### src/rtl/lsu_pkg.sv
// lsu_pkg: shared definitions for the load/store unit.
//   - funct3 size/sign encodings (LSU_B .. LSU_HU)
//   - FSM state enum
//   - lsu_legal(): decides whether a request may touch memory
package lsu_pkg;

  localparam logic [2:0] LSU_B  = 3'b000;
  localparam logic [2:0] LSU_H  = 3'b001;
  localparam logic [2:0] LSU_W  = 3'b010;
  localparam logic [2:0] LSU_BU = 3'b100;
  localparam logic [2:0] LSU_HU = 3'b101;

  typedef enum logic [1:0] {
    ST_IDLE = 2'd0,
    ST_REQ  = 2'd1,
    ST_RESP = 2'd2
  } lsu_state_e;

  // Exactly one of load/store, a defined size code, no unsigned stores,
  // and natural alignment for halves and words.
  function automatic logic lsu_legal(input logic [2:0] f3,
                                     input logic [1:0] addr_lo,
                                     input logic       ld,
                                     input logic       st);
    logic ok;
    ok = ld ^ st;
    case (f3)
      LSU_B:   ok = ok;
      LSU_H:   ok = ok & ~addr_lo[0];
      LSU_W:   ok = ok & (addr_lo == 2'b00);
      LSU_BU:  ok = ok & ~st;
      LSU_HU:  ok = ok & ~st & ~addr_lo[0];
      default: ok = 1'b0;
    endcase
    return ok;
  endfunction

endpackage

### src/rtl/lsu_align.sv
// lsu_align: combinational lane steering for the load/store unit.
//   Store side (from the request being accepted):
//     st_funct3, st_addr_lo, st_data -> st_wdata (lane-replicated), st_wstrb
//   Load side (from the registered request and memory read data):
//     ld_funct3, ld_addr_lo, ld_rdata -> ld_result (extracted, extended)
module lsu_align
  import lsu_pkg::*;
(
  input  logic [2:0]  st_funct3,
  input  logic [1:0]  st_addr_lo,
  input  logic [31:0] st_data,
  input  logic [2:0]  ld_funct3,
  input  logic [1:0]  ld_addr_lo,
  input  logic [31:0] ld_rdata,
  output logic [31:0] st_wdata,
  output logic [3:0]  st_wstrb,
  output logic [31:0] ld_result
);

  logic [7:0]  byte_s;
  logic [15:0] half_s;

  // Store steering: replicate the operand into every lane, enable only the target bytes.
  always_comb begin
    st_wdata = st_data;
    st_wstrb = 4'b0000;
    case (st_funct3)
      LSU_B: begin
        st_wdata = {4{st_data[7:0]}};
        st_wstrb = 4'b0001 << st_addr_lo;
      end
      LSU_H: begin
        st_wdata = {2{st_data[15:0]}};
        st_wstrb = 4'b0011 << st_addr_lo;
      end
      LSU_W: begin
        st_wdata = st_data;
        st_wstrb = 4'b1111;
      end
      default: begin
        st_wdata = st_data;
        st_wstrb = 4'b0000;
      end
    endcase
  end

  // Load extract: shift the addressed lane down, then sign- or zero-extend.
  always_comb begin
    byte_s    = 8'(ld_rdata >> {ld_addr_lo, 3'b000});
    half_s    = 16'(ld_rdata >> {ld_addr_lo[1], 4'b0000});
    ld_result = ld_rdata;
    case (ld_funct3)
      LSU_B:   ld_result = {{24{byte_s[7]}}, byte_s};
      LSU_H:   ld_result = {{16{half_s[15]}}, half_s};
      LSU_W:   ld_result = ld_rdata;
      LSU_BU:  ld_result = {24'h000000, byte_s};
      LSU_HU:  ld_result = {16'h0000, half_s};
      default: ld_result = ld_rdata;
    endcase
  end

endmodule

### src/rtl/lsu.sv
// lsu: single-outstanding load/store unit.
//   Core side : start, is_load, is_store, funct3, address, store_data in;
//               busy, done, fault, load_result out.
//   Memory    : mem_req, mem_we, mem_addr, mem_wstrb, mem_wdata out;
//               mem_rdata, mem_ready in.
// All outputs come from registers or from the state register alone, so
// start and mem_ready never reach an output combinationally.
module lsu
  import lsu_pkg::*;
(
  input  logic        clk,
  input  logic        rst,
  input  logic        start,
  input  logic        is_load,
  input  logic        is_store,
  input  logic [2:0]  funct3,
  input  logic [31:0] address,
  input  logic [31:0] store_data,
  output logic        busy,
  output logic        done,
  output logic        fault,
  output logic [31:0] load_result,
  output logic        mem_req,
  output logic        mem_we,
  output logic [31:0] mem_addr,
  output logic [3:0]  mem_wstrb,
  output logic [31:0] mem_wdata,
  input  logic [31:0] mem_rdata,
  input  logic        mem_ready
);

  lsu_state_e  state_r, state_s;
  logic [31:0] addr_r;
  logic [2:0]  funct3_r;
  logic        is_load_r;
  logic        we_r;
  logic        fault_r;
  logic [3:0]  wstrb_r;
  logic [31:0] wdata_r;
  logic [31:0] load_result_r;

  logic        legal_s;
  logic        accept_s;
  logic        capture_s;
  logic [31:0] st_wdata_s;
  logic [3:0]  st_wstrb_s;
  logic [31:0] ld_result_s;

  assign legal_s = lsu_legal(funct3, address[1:0], is_load, is_store);

  lsu_align u_align (
    .st_funct3  (funct3),
    .st_addr_lo (address[1:0]),
    .st_data    (store_data),
    .ld_funct3  (funct3_r),
    .ld_addr_lo (addr_r[1:0]),
    .ld_rdata   (mem_rdata),
    .st_wdata   (st_wdata_s),
    .st_wstrb   (st_wstrb_s),
    .ld_result  (ld_result_s)
  );

  // Next-state logic; also flags the accept and load-capture edges.
  always_comb begin
    state_s   = state_r;
    accept_s  = 1'b0;
    capture_s = 1'b0;
    case (state_r)
      ST_IDLE: begin
        if (start) begin
          accept_s = 1'b1;
          state_s  = legal_s ? ST_REQ : ST_RESP;
        end else begin
          state_s = ST_IDLE;
        end
      end
      ST_REQ: begin
        if (mem_ready) begin
          state_s   = ST_RESP;
          capture_s = is_load_r;
        end else begin
          state_s = ST_REQ;
        end
      end
      ST_RESP: state_s = ST_IDLE;
      default: state_s = ST_IDLE;
    endcase
  end

  // State register; async reset aborts any access in flight.
  always_ff @(posedge clk or posedge rst) begin
    if (rst) begin
      state_r <= ST_IDLE;
    end else begin
      state_r <= state_s;
    end
  end

  // Request capture at accept and load-data capture on the ready edge.
  always_ff @(posedge clk or posedge rst) begin
    if (rst) begin
      addr_r        <= 32'h0000_0000;
      funct3_r      <= 3'b000;
      is_load_r     <= 1'b0;
      we_r          <= 1'b0;
      fault_r       <= 1'b0;
      wstrb_r       <= 4'b0000;
      wdata_r       <= 32'h0000_0000;
      load_result_r <= 32'h0000_0000;
    end else begin
      if (accept_s) begin
        addr_r    <= address;
        funct3_r  <= funct3;
        is_load_r <= is_load;
        we_r      <= is_store;
        fault_r   <= ~legal_s;
        // Reads always enable the full word; lane selection happens on return.
        wstrb_r   <= is_load ? 4'b1111 : st_wstrb_s;
        wdata_r   <= st_wdata_s;
      end
      if (capture_s) begin
        load_result_r <= ld_result_s;
      end
    end
  end

  assign busy        = (state_r != ST_IDLE);
  assign done        = (state_r == ST_RESP);
  assign fault       = (state_r == ST_RESP) & fault_r;
  assign mem_req     = (state_r == ST_REQ);
  assign mem_we      = we_r;
  assign mem_addr    = {addr_r[31:2], 2'b00};
  assign mem_wstrb   = wstrb_r;
  assign mem_wdata   = wdata_r;
  assign load_result = load_result_r;

endmodule
### config.mk
export PLATFORM = sky130hd
export DESIGN_NAME = lsu
export DESIGN_NICKNAME = d
export VERILOG_FILES = /design/src/rtl/lsu_pkg.sv /design/src/rtl/lsu_align.sv /design/src/rtl/lsu.sv
export SDC_FILE = /design/constraint.sdc
export NUM_CORES = 1
export LEC_CHECK = 0
export CAP_MARGIN = 5
export CORE_AREA = 2 2 172 90
export CTS_BUF_LIST = sky130_fd_sc_hd__clkbuf_4 sky130_fd_sc_hd__clkbuf_8 sky130_fd_sc_hd__clkbuf_16
export DETAILED_ROUTE_END_ITERATION = 7
export DIE_AREA = 0 0 174 92
export GPL_ROUTABILITY_DRIVEN = 0
export PLACE_DENSITY = 0.69
export SLEW_MARGIN = 30
export SYNTH_ARGS = -nofsm -noshare
export SYNTH_HDL_FRONTEND = slang
export SYNTH_SLANG_ARGS = --single-unit
### constraint.sdc
create_clock -name clk -period 9.8 [get_ports clk]
set_input_delay 0.98 -clock clk [delete_from_list [all_inputs] [get_ports clk]]
set_output_delay 0.98 -clock clk [all_outputs]
set_load 0.005 [all_outputs]
# == After elaboration in Yosys (flattened, before gate mapping) ==
# Index checks and enable logic that the tools add are counted.
# word_totals
register_bits,108
in_bits,105
word_cells,49
# op_classes
n_eq_ne,9
shifts,4
muxes,13
bitwise,9
reduce_logical,5
# ops
cell,count
32-bit case mux with 4 select lines,1
32-bit case mux with 2 select lines,1
32-bit by 5-bit right shift with 16-bit output,1
32-bit by 5-bit right shift with 8-bit output,1
3-bit equality test (second input constant),4
4-bit case mux with 3 select lines,1
3-bit by 1-bit equality test with 1-bit output (second input constant),2
3-bit zero test,2
2-bit 2-to-1 mux,3
1-bit AND,5
1-bit case mux with 5 select lines,1
2-bit zero test,2
1-bit 2-to-1 mux,4
4-bit 2-to-1 mux,1
2-bit case mux with 2 select lines,1
1-bit by 2-bit << shifter with 4-bit output (first input constant),1
2-bit by 2-bit << shifter with 4-bit output (first input constant),1
3-bit by 2-bit equality test with 1-bit output (second input constant),1
1-bit inverter,3
2-bit by 1-bit equality test with 1-bit output (second input constant),1
2-bit equality test (second input constant),1
2-bit nonzero test,1
1-bit XOR,1

# == Logic depth before layout (Yosys ltp) ==
# Gate-level depths: netlist of the first run.
# logic_depth
word_depth,7
ltp_mapped,6
depth_no_buf,6

# == Hierarchy ==
# From an unflattened synthesis of the first run, not the netlist that was laid out.
# hier_totals
cells_unflattened,473
area_unflattened_um2,5883.1
# by_module_without_submodules
module,n_inst,cells_each,area_per_inst_um2
lsu,1,285,4484.3
lsu_align,1,188,1398.8

# == Worst setup path before layout of the first run ==
# No wires, ideal clock.
# synth_path
path_kind,input to register
startpoint,in start
endpoint,reg wstrb_r[0] (netlist: mem_wstrb[0])
setup_time_ps,121
arrival_ps,1905
setup_slack_ps,7774
path_stages,4
cell_sequence,or3b_1 -> clkbuf_1 -> a211o_1 -> o22a_1
# synth_between
elab_chain_cells,2
# synth_rtl
element,line,rtl
"start, declared",lsu.sv:13,"input logic start,"
1-bit 2-to-1 mux,lsu.sv:70,if (start) begin
1-bit 2-to-1 mux,lsu.sv:68,case (state_r)
"end signal, assigned",lsu.sv:118,wstrb_r <= is_load ? 4'b1111 : st_wstrb_s;
"end, declared",lsu.sv:38,logic [3:0] wstrb_r;
# No other way between the ends.
# A chain may end at the register's enable or synchronous reset.

# == Worst setup path in the final report of the first run ==
# layout_path
startpoint,in mem_ready
endpoint,reg load_result_r[9] (netlist: load_result[9])
# layout_between
elab_chain_cells,2
# layout_rtl
element,line,rtl
"start, declared",lsu.sv:29,input logic mem_ready
1-bit 2-to-1 mux,lsu.sv:78,if (mem_ready) begin
1-bit 2-to-1 mux,lsu.sv:68,
"end signal, assigned",lsu.sv:122,load_result_r <= ld_result_s;
"end, declared",lsu.sv:40,logic [31:0] load_result_r;
# No other way between the ends.

==> impl_metrics.env, run 1 <==
export IMPL_synth_edf_count=0
export IMPL_worstPathRequired_ns=9.99
export IMPL_grt_max_degree=96
export IMPL_cp_num_buf_inv=1
export IMPL_grt_overflow=0
export IMPL_vias_per_cell=4.94
export IMPL_die_h_um=92
export IMPL_grt_first_pass_wirelength_um=24900
export IMPL_clock_skew_ns=0.0124
export IMPL_vdd_drop_max_mv=0.0793
export IMPL_row_count=32
export IMPL_wirelength_um=16000
export IMPL_worst_ep_arrival_time_ns=3.02
export IMPL_setup_viol=0
export IMPL_synthFlopType="dfrtp_1"
export IMPL_totalPowerFinal_mw=1.57
export IMPL_clk_latency_ns=0.35
export IMPL_grt_antenna_before_repair=1
export IMPL_pre_cts_ws_ns=6.67
export IMPL_cts_buffer_depth=2
export IMPL_powerDensity_nw_per_um2=209
export IMPL_area_delta_synth_final_pct=42.6
export IMPL_postPlaceCellArea_um2=7220
export IMPL_p_leak_nw=3.34
export IMPL_critPathTopFamily="compound AO/OA/AOI/OAI gates"
export IMPL_htree_num_levels=3
export IMPL_fin_crit_sh=0.288
export IMPL_critPathMaxFanout=43
export IMPL_cts_root_buf="clkbuf_16"
export IMPL_num_vias=4703
export IMPL_cts_resized=0
export IMPL_ys_seq_area_frac=0.512
export IMPL_crit_slowest_cell="nand3_2"
export IMPL_fmax_ghz=0.354
export IMPL_yosysUniqueCellTypes=47
export IMPL_cpPeakStageDelay_ns=0.67
export IMPL_tritoncts="yes"
export IMPL_syn_mean_instance_area_um2=8.92
export IMPL_crit_type="in -> reg"
export IMPL_port_buffers=207
export IMPL_cts_sinks=108
export IMPL_die_area_um2=16000
export IMPL_final_hold_violation_count=0
export IMPL_rsz0062_at_grt="false"
export IMPL_num_io_pins=210
export IMPL_fin_setup_tns_ns=0
export IMPL_initial_core_util=0.358
export IMPL_maxSlewViolCount=0
export IMPL_drive_above_1_share=0.0508
export IMPL_post_drt_wl_per_cell_um=16.8
export IMPL_slew_headroom=0.388
export IMPL_cts_hold_buf=0
export IMPL_synth_cell_area_um2=5280
export IMPL_path_cells="clkdlybuf4s50_1 -> nand3_2 -> a211oi_2 -> a22oi_1"
export IMPL_drt_iter0_drc=332
export IMPL_synthCells=592
export IMPL_clk_pin_slew_ns=0.07
export IMPL_cts_setup_buffers=0
export IMPL_final_antenna_net_count=0
export IMPL_fin_nets=849
export IMPL_hp_class="reg -> reg"
export IMPL_startpoint_type="primary input"
export IMPL_worst_pin_slew_ns=0.917
export IMPL_end_kind="register"
export IMPL_drv_cap=0
export IMPL_status="finished, final reports clean"
export IMPL_die_width_um=174
export IMPL_ys_warn_count=0
export IMPL_grt_usage=0.200
export IMPL_synthArstFlopShare=1.00
export IMPL_dp_hpwl_um=11900
export IMPL_numCtsBuffers=9
export IMPL_drtPass1Iterations=5
export IMPL_design_area_um2=7530
export IMPL_worst_slack_ns=6.97
export IMPL_n_antenna_cell=0
export IMPL_core_um2=14700
export IMPL_drc_errors=0
export IMPL_ys_seq_elements=108
export IMPL_grt_pass1_vias=4553
export IMPL_fin_crit_ns=2.83
-- final cells by class --
type | instances | area [um^2]
clock buffer | 9 | 225
clock inverter | 7 | 80.1
fill | 1378 | 7200
inverter | 8 | 32.5
multi-input combinational | 406 | 2140
sequential | 108 | 2700
tap | 204 | 255
timing repair buffer | 210 | 2100
-- per-stage QoR --
stage | utilization | hold WS [ns] | cells
2_1_floorplan | - | 0.447 | 593
4_1_cts | 0.511 | 0.483 | 952
3_3_place_gp | 0.490 | 0.457 | 936
3_5_place_dp | 0.490 | 0.463 | 936
5_1_grt | 0.511 | 0.501 | 952
6_report | 0.511 | 0.476 | 952
-- path summary, 6_finish.rpt --
path                                         from                          to  slack, ns  cells past startpoint
setup reg to reg             state_r[1]$_DFF_PP0_  load_result[9]$_DFFE_PP0P_       7.41                      4
min in group asynchronous                     rst       addr_r[5]$_DFFE_PP0P_       0.99                      2
hold reg to reg            addr_r[22]$_DFFE_PP0P_      addr_r[22]$_DFFE_PP0P_       0.48                      2
max in group asynchronous                     rst   mem_wdata[14]$_DFFE_PP0P_       7.74                      3
setup / recovery                        mem_ready  load_result[9]$_DFFE_PP0P_       6.97                      4
hold / removal             addr_r[22]$_DFFE_PP0P_      addr_r[22]$_DFFE_PP0P_       0.48                      2
-- layout by cell type (no fill, tap or decap), types with 6 or more instances in the layout --
| cell | n |
|---|---|
| a21oi_1 | 7 |
| a22o_1 | 6 |
| a311oi_1 | 7 |
| clkbuf_16 | 9 |
| clkdlybuf4s50_1 | 207 |
| dfrtp_1 | 108 |
| inv_1 | 6 |
| mux2i_1 | 28 |
| nand2_1 | 197 |
| nand3_1 | 32 |
| nor2_1 | 17 |
| o21ai_0 | 51 |
-- cells by family (layout without fill, tap and decap cells) --
group                    count (synthesis)  in the layout  share of synthesized area
AO/OA/AOI/OAI                           95             95                      0.114
adder cells (fa/ha/maj)                  1              1                    0.00237
buffers and inverters                   79            234                     0.0865
flip-flops                             108            108                      0.512
multiplexers                            33             33                     0.0638
other                                    1              2                   0.000710
AND/OR/NAND/NOR                        275            275                      0.220
-- Yosys cell counts (2+ instances only) --
| master | n | area, um^2 |
|---|---|---|
| a2111oi_0 | 2 | 17.5 |
| a21oi_1 | 7 | 35.0 |
| a22o_1 | 6 | 52.6 |
| a22oi_1 | 5 | 37.5 |
| a311oi_1 | 7 | 61.3 |
| buf_2 | 20 | 100 |
| buf_4 | 36 | 270 |
| clkbuf_1 | 14 | 52.6 |
| dfrtp_1 | 108 | 2700 |
| inv_1 | 7 | 26.3 |
| mux2_2 | 5 | 56.3 |
| mux2i_1 | 28 | 280 |
| nand2_1 | 197 | 739 |
| nand2b_1 | 3 | 18.8 |
| nand3_1 | 32 | 160 |
| nor2_1 | 18 | 67.6 |
| nor2b_1 | 5 | 31.3 |
| nor3_1 | 5 | 25.0 |
| nor4_1 | 2 | 12.5 |
| o21ai_0 | 51 | 255 |
| o21ai_1 | 3 | 15.0 |
| o22a_1 | 3 | 26.3 |
| o31ai_1 | 2 | 15.0 |
| or2_2 | 2 | 12.5 |
| or3_1 | 2 | 12.5 |
-- state kept, by name (all words and copies together), names as in the netlist --
| signal | count |
|---|---|
| mem_we | 1 |
| funct3_r | 3 |
| mem_wdata | 32 |
| state_r | 2 |
| load_result | 32 |
| mem_wstrb | 4 |
| addr_r | 32 |
| is_load_r | 1 |
| fault_r | 1 |
-- worst register-to-register path: cells and delay by family (launching register included) --
family,cells,cell delay [ns]
flops,1,0.43
simple gates,2,0.97
compound gates,2,0.84
-- power by group --
| group | total (mW) | internal [mW] | switching [mW] |
|---|---|---|---|
| combinational | 0.536 | 0.318 | 0.218 |
| clock | 0.378 | 0.202 | 0.175 |
| sequential | 0.657 | 0.568 | 0.0894 |
-- layer usage --
layer | vias up | part of all wire | wire, um | GRT usage
met5 | - | 0.00069 | 11 | 0
met4 | 2 | 0.0036 | 57 | 0.0252
met3 | 8 | 0.13 | 2030 | 0.0991
met2 | 214 | 0.41 | 6640 | 0.284
met1 | 2238 | 0.45 | 7270 | 0.279
li1 | 2241 | - | - | -
(Power assumes the default switching activity.)
==> run 2, diff against run 1 <==
clock period = 2.95 ns   (was 9.8 ns; I/O delays follow)
==> impl_metrics.env, run 2 (synthesis gave the netlist of run 1 again) <==
export IMPL_status="finished, final reports clean"
export IMPL_hp_class="in -> async"
export IMPL_clock_skew_ns=0.0136
export IMPL_cts_sinks=108
export IMPL_cp_num_buf_inv=0
export IMPL_crit_path_start="addr_r[1]$_DFFE_PP0P_"
export IMPL_final_common_cell="clkdlybuf4s50_1"
export IMPL_numCtsBuffers=9
export IMPL_clk_pin_slew_ns=0.08
export IMPL_grt_pass1_vias=4741
export IMPL_maxSlewViolCount=0
export IMPL_drive_above_1_share=0.0545
export IMPL_fin_worst_hold_slack_ns=0.453
export IMPL_fin_nets=854
export IMPL_core_um2=14700
export IMPL_grt_max_degree=109
export IMPL_drt_iter0_drc=383
export IMPL_fin_crit_ns=2.09
export IMPL_vdd_drop_max_mv=0.287
export IMPL_initial_core_util=0.358
export IMPL_num_io_pins=210
export IMPL_n_antenna_cell=0
export IMPL_seqPwrFrac=0.421
export IMPL_worst_pin_slew_ns=0.830
export IMPL_switching_share=0.314
export IMPL_drtPass1Iterations=5
export IMPL_crit_slowest_cell="dfrtp_1"
export IMPL_clk_latency_ns=0.34
export IMPL_most_common_layout_cells="207 x clkdlybuf4s50_1, 197 x nand2_1, 108 x dfrtp_1"
export IMPL_final_antenna_net_count=0
export IMPL_critPathTopFamily="compound AO/OA/AOI/OAI gates"
export IMPL_fmax_ghz=0.477
export IMPL_rsz0062_at_grt="false"
export IMPL_vias_per_cell=5.04
export IMPL_grt_overflow=0
export IMPL_dp_hpwl_um=12100
export IMPL_die_h_um=92
export IMPL_drv_cap=0
export IMPL_r2r_cells=4
export IMPL_path_cells="or2_1 -> o22ai_2 -> o211ai_2 -> nand3_1"
export IMPL_area_delta_synth_final_pct=43.3
export IMPL_setup_viol=0
export IMPL_worstPathRequired_ns=3.12
export IMPL_cts_setup_buffers=0
export IMPL_cts_root_buf="clkbuf_16"
export IMPL_cts_buffer_depth=2
export IMPL_cpPeakStageDelay_ns=0.72
export IMPL_critPathMaxFanout=16
export IMPL_fin_crit_sh=0.710
export IMPL_startpoint_type="register"
export IMPL_p_leak_nw=3.36
export IMPL_htree_num_levels=3
export IMPL_power_share_combinational=0.354
export IMPL_row_count=32
export IMPL_drc_errors=0
export IMPL_r2r_start="addr_r[1]$_DFFE_PP0P_"
export IMPL_grt_antenna_before_repair=0
export IMPL_port_buffers=207
export IMPL_slew_headroom=0.446
export IMPL_end_kind="register"
export IMPL_tritoncts="yes"
export IMPL_worst_ep_arrival_time_ns=2.27
export IMPL_post_drt_wl_per_cell_um=17.2
export IMPL_die_width_um=174
export IMPL_grt_first_pass_wirelength_um=25600
export IMPL_grt_usage=0.204
export IMPL_crit_type="reg -> reg"
export IMPL_die_area_um2=16000
export IMPL_final_hold_violation_count=0
export IMPL_cts_hold_buf=0
export IMPL_wirelength_um=16500
export IMPL_cts_resized=0
export IMPL_num_vias=4822
export IMPL_pwr_share_clk=0.225
export IMPL_r2r_end="load_result[24]$_DFFE_PP0P_"
export IMPL_powerDensity_nw_per_um2=684
export IMPL_intPower_mw=3.55
export IMPL_r2r_slack_ns=0.86
export IMPL_p_sw_mw=1.63
export IMPL_fin_setup_tns_ns=0
## run 2: per-layer routing
layer  GRT usage  part of all wire
met1       0.292              0.46
met2       0.297              0.42
met3      0.0775              0.11
met4      0.0357            0.0062
met5           0                 0
## run 2: worst reg2reg max path, stage by stage, from the launching register on
cell,delay (ns)
dfrtp_1,0.72
or2_1,0.19
o22ai_2,0.14
o211ai_2,0.69
nand3_1,0.20
## run 2: how the worst max path moves through the flow
| stage | to | slack (ns) | depth (start not counted) |
|---|---|---|---|
| 2_1_floorplan | addr_r[0]$_DFFE_PP0P_ | 1.35 | 1 |
| 3_3_place_gp | mem_wdata[20]$_DFFE_PP0P_ | 0.82 | 4 |
| 3_5_place_dp | mem_wdata[12]$_DFFE_PP0P_ | 0.75 | 4 |
| 4_1_cts | load_result[24]$_DFFE_PP0P_ | 0.92 | 4 |
| 5_1_grt | load_result[24]$_DFFE_PP0P_ | 0.76 | 4 |
| 6_report | load_result[24]$_DFFE_PP0P_ | 0.86 | 4 |
## run 2: cell type report
| cell class | count | area [um^2] |
|---|---|---|
| fill | 1360 | 7170 |
| sequential | 108 | 2700 |
| clock inverter | 6 | 56.3 |
| multi-input combinational | 406 | 2130 |
| inverter | 8 | 33.8 |
| clock buffer | 9 | 225 |
| timing repair buffer | 215 | 2160 |
| tap | 204 | 255 |
## run 2: stage by stage
step                cell area (um^2)  instances  setup WS (ns)  utilization  total power [mW]
finish                          7560        956          0.856        0.513              5.17
CTS                             7560        956          0.920        0.513              5.23
global route                    7560        956          0.755        0.513              5.48
global placement                7280        941          0.821        0.494              3.98
detailed placement              7280        941          0.747        0.494              4.04
floorplan                       5290        593           1.35            -              2.95
## run 2: power by group through the flow
stage          registers, mW  clock network (mW)  logic, mW
2_1_floorplan           2.14                   0      0.811
3_3_place_gp            2.18                   0       1.80
3_5_place_dp            2.20                   0       1.84
4_1_cts                 2.18                1.20       1.85
5_1_grt                 2.23                1.26       1.99
6_report                2.18                1.16       1.83
